`src/rtl/decoder_pkg.sv`:
```
// Shared types and helpers for the registered one-hot decoder.
package decoder_pkg;

    typedef enum logic {
        DIRECT = 1'b0,
        SCAN   = 1'b1
    } state_e;

    // Widest one-hot the helper can build; callers size-cast down to OUT_W (IN_W <= 6).
    localparam int ONEHOT_MAX_W = 64;

    function automatic logic [ONEHOT_MAX_W-1:0] onehot(input int unsigned code);
        return ONEHOT_MAX_W'(1) << code;
    endfunction

endpackage

```
`src/rtl/decoder_scan_ctr.sv`:
```
// Dwell counter plus wrapping code counter used by the auto-scan mode.
module decoder_scan_ctr #(
    parameter int IN_W  = 2,
    parameter int DWELL = 4
) (
    input  logic            clk,
    input  logic            rst_n,
    input  logic            start,
    input  logic            run,
    output logic [IN_W-1:0] scan_code,
    output logic            step
);

    localparam int            CW   = (DWELL > 1) ? $clog2(DWELL) : 1;
    localparam logic [CW-1:0] LAST = CW'(DWELL - 1);

    logic [CW-1:0] dwell_q;

    // step marks the cycle in which the code advances to the next line.
    assign step = run & (dwell_q == LAST);

    always_ff @(posedge clk or negedge rst_n) begin
        if (!rst_n) begin
            dwell_q   <= '0;
            scan_code <= '0;
        end else if (start) begin
            dwell_q   <= '0;
            scan_code <= '0;
        end else if (run) begin
            if (step) begin
                dwell_q   <= '0;
                scan_code <= scan_code + IN_W'(1);
            end else begin
                dwell_q <= dwell_q + CW'(1);
            end
        end
    end

endmodule

```
`src/rtl/decoder_onehot_seq.sv`:
```
// Registered binary-to-one-hot decoder with handshake, output enable and
// optional auto-scan mode (compiled in when DECODER_SCAN_EN is defined).
module decoder_onehot_seq
    import decoder_pkg::*;
#(
    parameter  int IN_W  = 2,
    parameter  int DWELL = 4,
    localparam int OUT_W = 2 ** IN_W
) (
    input  logic             clk,
    input  logic             rst_n,
    input  logic [IN_W-1:0]  in,
    input  logic             in_valid,
    output logic             in_ready,
    input  logic             en,
    input  logic             scan_mode,
    output logic [OUT_W-1:0] out,
    output logic             out_valid,
    output logic [IN_W-1:0]  code
);

    // Handshake: a transfer happens on a rising edge where in_valid & in_ready;
    // in_ready is combinational from en/scan_mode and never depends on in_valid.

    logic [OUT_W-1:0] out_q;
    logic             out_valid_q;
    logic [IN_W-1:0]  code_q;
    logic             loaded_q;
    logic             xfer;

    assign xfer      = in_valid & in_ready;
    assign out       = out_q;
    assign out_valid = out_valid_q;

`ifdef DECODER_SCAN_EN
    state_e          state;
    logic            start;
    logic            run;
    logic            step;
    logic [IN_W-1:0] scan_code;
    logic [IN_W-1:0] scan_next;

    assign in_ready  = en & ~scan_mode;
    assign start     = (state == DIRECT) & scan_mode;
    assign run       = (state == SCAN) & scan_mode & en;
    assign scan_next = step ? scan_code + IN_W'(1) : scan_code;
    // While scanning the counter owns the code; on exit code_q captures it.
    assign code      = (state == SCAN) ? scan_code : code_q;

    decoder_scan_ctr #(
        .IN_W  (IN_W),
        .DWELL (DWELL)
    ) u_scan_ctr (
        .clk       (clk),
        .rst_n     (rst_n),
        .start     (start),
        .run       (run),
        .scan_code (scan_code),
        .step      (step)
    );
`else
    localparam int unused_dwell = DWELL;
    logic unused_scan_mode;

    assign unused_scan_mode = scan_mode;
    assign in_ready         = en;
    assign code             = code_q;
`endif

    always_ff @(posedge clk or negedge rst_n) begin
        if (!rst_n) begin
            out_q       <= '0;
            out_valid_q <= 1'b0;
            code_q      <= '0;
            loaded_q    <= 1'b0;
`ifdef DECODER_SCAN_EN
            state       <= DIRECT;
`endif
        end else begin
`ifdef DECODER_SCAN_EN
            if (scan_mode) begin
                state <= SCAN;
                if (state == DIRECT) begin
                    code_q      <= '0;
                    loaded_q    <= 1'b1;
                    out_q       <= en ? OUT_W'(onehot(0)) : '0;
                    out_valid_q <= en;
                end else if (!en) begin
                    out_q       <= '0;
                    out_valid_q <= 1'b0;
                end else begin
                    out_q       <= OUT_W'(onehot(32'(scan_next)));
                    out_valid_q <= 1'b1;
                end
            end else begin
                state <= DIRECT;
`endif
                code_q <= code;
                if (!en) begin
                    out_q       <= '0;
                    out_valid_q <= 1'b0;
                end else if (xfer) begin
                    code_q      <= in;
                    out_q       <= OUT_W'(onehot(32'(in)));
                    out_valid_q <= 1'b1;
                    loaded_q    <= 1'b1;
                end else if (loaded_q) begin
                    out_q       <= OUT_W'(onehot(32'(code)));
                    out_valid_q <= 1'b1;
                end
`ifdef DECODER_SCAN_EN
            end
`endif
        end
    end

endmodule

```
`config.mk`:
```
export PLATFORM = sky130hd
export DESIGN_NAME = decoder_onehot_seq
export DESIGN_NICKNAME = d
export VERILOG_FILES = /design/src/rtl/decoder_pkg.sv /design/src/rtl/decoder_scan_ctr.sv /design/src/rtl/decoder_onehot_seq.sv
export SDC_FILE = /design/constraint.sdc
export NUM_CORES = 1
export LEC_CHECK = 0
export ABC_AREA = 1
export BUFFER_PORTS_ARGS = -buffer_cell sky130_fd_sc_hd__buf_2
export CAP_MARGIN = 25
export CORE_AREA = 8 8 45 47
export CTS_BUF_LIST = sky130_fd_sc_hd__clkbuf_8
export DETAILED_ROUTE_END_ITERATION = 8
export DIE_AREA = 0 0 53 55
export PLACE_DENSITY = 0.56
export REMOVE_ABC_BUFFERS = 1
export SLEW_MARGIN = 30
export SYNTH_ARGS = -nofsm -noshare
export SYNTH_HDL_FRONTEND = slang
export SYNTH_HIERARCHICAL = 1
export SYNTH_SLANG_ARGS = --single-unit
```
`constraint.sdc`:
```
create_clock -name clk -period 1.2 [get_ports clk]
set_input_delay 0.24 -clock clk [delete_from_list [all_inputs] [get_ports clk]]
set_output_delay 0.24 -clock clk [all_outputs]
set_load 0.05 [all_outputs]
```
==> impl_metrics.csv <==
group,metric,value,unit
clocking,cts_resized,0,
finish,layout_commonest_cell,"nand2_1",
floorplan,io_pins,15,
yosys,synth_mux_area_frac,0,
sta,finalHoldViolations,0,
clocking,clkTransAtPathRegs,0.04,ns
worst_setup_path,worst_path_max_delay_cell,"dfrtp_1",
pwr,p_int,548,uW
clocking,cts_buffers,3,
floorplan,core-area,0.00138,mm^2
clocking,clock-sinks,8,
worst_setup_path,crit_arrival,0.86,ns
finish,num_antenna_cells,0,
sta,fin_crit_sh,0.915,
sta,fin_worst_skew,0.00541,ns
grt,globalRouteOverflowTotal,0,
place,port_buffers,13,
worst_setup_path,crit_chain,"buf_2",
sta,setup_tns,0,ns
yosys,synth-xor-area-share,0,
grt,grt_max_degree,10,
clocking,postCtsSetupBuffers,0,
finish,final-seq-area,200,um^2
worst_setup_path,critical_path.max_stage_delay,0.36,ns
pwr,pwr-share-seq,0.381,
sta,report.final.setup_viol,0,
finish,syn_to_final_growth,30.0,%
worst_setup_path,endpoint_kind,"primary output",
status,status,"finished clean",
worst_setup_path,crit_fanout,3,
yosys,synth_area,392,um^2
clocking,root_buffer,"clkbuf_8",
finish,fin_cells,77,
floorplan,initial_core_util,0.283,
clocking,clk_latency,0.23,ns
pwr,power_switching,242,uW
finish,finalNetCount,70,
detailed_routing,routed-via-count,314,
finish,most-common-layout-cells,"14 x nand2_1, 13 x buf_2, 8 x nand3_1, 8 x dfrtp_1, 7 x inv_1",
worst_hold_path,hold_class,"primary input to flop",
pwr,power,791,uW
detailed_routing,drc,0,
pwr,switching_share,0.307,
pwr,combPwrFrac,0.216,
clocking,clockBufferDepth,2,
sta,fmax,911,MHz
yosys,synth_seq_cells,8,
sta,rsz0062_at_grt,"false",
grt,globalRouteTotalUtil,0.0649,
finish,fillers,148,
pwr,power.share.clock,0.403,
clocking,cts_hold_buf,1,
grt,grt_pass1_wl,1.28,mm
grt,grt_util_met3,0.0321,
place,dp_hpwl,614,um
detailed_routing,ant_nets,0,
yosys,synth_compound_area_frac,0.0319,
finish,multiInputGateArea,146,um^2
clocking,tritoncts,"yes",
detailed_routing,drt_iter0_drc,4,
sta,drv_slew,0,
pwr,p_per_area,1550,mW/mm^2
yosys,yosysWarnings,6,
grt,antenna_found_initial,0,
detailed_routing,wl_per_cell,10.2,um
yosys,synthAdderAreaFrac,0,
clocking,htreeDepth,1,
sta,worstMarginPinSlew,0.251,ns
yosys,synth_top_family_by_area,"simple AND/OR/NAND/NOR gates",
sta,slew_headroom,0.834,
yosys,synth.distinct_cells,11,
detailed_routing,first_pass_iters,2,
grt,use_met2,0.0879,
floorplan,fp-row-count,14,
grt,first_global_vias,304,
worst_setup_path,required,0.96,ns
grt,busiest_layer,"met2",
worst_setup_path,critPathTopFamily,"flip-flops",
worst_setup_path,crit_type,"flop to primary output",
worst_setup_path,start_kind,"flop",
place,gp_congestion,0.720,
floorplan,die_width,53,um
floorplan,die_area,0.00292,mm^2
place,placed_cells,73,
detailed_routing,routed_wirelength,786,um
finish,drive_gt1_frac,0.344,
floorplan,die_h,55,um
yosys,synthSimpleGateAreaFrac,0.342,
yosys,synthCells,46,
pwr,p_leak,0.000301,uW
flow_run,max-cap-violations,0,
yosys,syn_avg_cell_area,8.51,um^2
detailed_routing,viasPerCell,4.08,
pwr,ir_drop,0.000708,V
yosys,ys_seq_area_frac,0.511,
sta,finalCriticalPeriod,1.10,ns
grt,met1_usage,0.0665,
sta,hold_ws,0.317,ns
worst_setup_path,cp_num_buf_inv,1,
-- kinds of logic (layout without fill, tap and decap cells) --
family,Yosys count,count (layout)
flops,8,8
simple gates,27,27
compound gates,2,2
buf+inv,9,24
-- cell type report --
cell class | instances | area share
Tap cell | 16 | 0.0393
Timing Repair Buffer | 14 | 0.147
Inverter | 7 | 0.0516
Sequential cell | 8 | 0.393
Multi-Input combinational cell | 29 | 0.287
Clock buffer | 3 | 0.0811
-- state kept, by name, indices dropped and copies added (netlist names) --
signal / count
code: 2
loaded_q: 1
out: 4
out_valid: 1
-- worst paths after layout --
check | slack (ns) | start | cells past startpoint | end
min in group asynchronous | 0.38 | rst_n | 2 | loaded_q
setup reg to reg | 0.33 | loaded_q | 4 | out_valid
hold reg to reg | 0.48 | out[1] | 2 | out[1]
hold / removal | 0.32 | in[1] | 3 | code[1]
max in group asynchronous | 0.65 | rst_n | 2 | out[3]
setup / recovery | 0.10 | code[1] | 1 | code[1]
-- through the flow --
step                utilization  worst slack (ns)  area, um^2
detailed placement        0.331             0.242         458
global placement          0.331             0.255         458
finish                    0.368             0.102         509
CTS                       0.368             0.102         509
global route              0.368            0.0622         509
floorplan                     -             0.150         373
-- cell usage after synthesis --
master	number	share of area
nand2_2	3	0.048
nand2_4	1	0.029
nor2_4	1	0.029
dfrtp_1	8	0.51
buf_6	1	0.029
nand3_1	8	0.10
nand2_1	14	0.13
inv_1	7	0.067
o21ai_0	1	0.013
buf_4	1	0.019
o21a_1	1	0.019
-- routing by layer --
layer / wire, um / vias up
li1: - / 171
met1: 365 / 131
met3: 92 / 2
met5: 0 / -
met2: 318 / 10
met4: 9 / 0
-- power groups by stage --
stage | clock network (uW) | logic, uW | registers, uW
2_1_floorplan | 0 | 43.5 | 374
3_5_place_dp | 0 | 171 | 305
4_1_cts | 330 | 174 | 301
6_report | 319 | 171 | 301
3_3_place_gp | 0 | 170 | 304
5_1_grt | 345 | 187 | 304
Power figures use the tool's default switching activity.
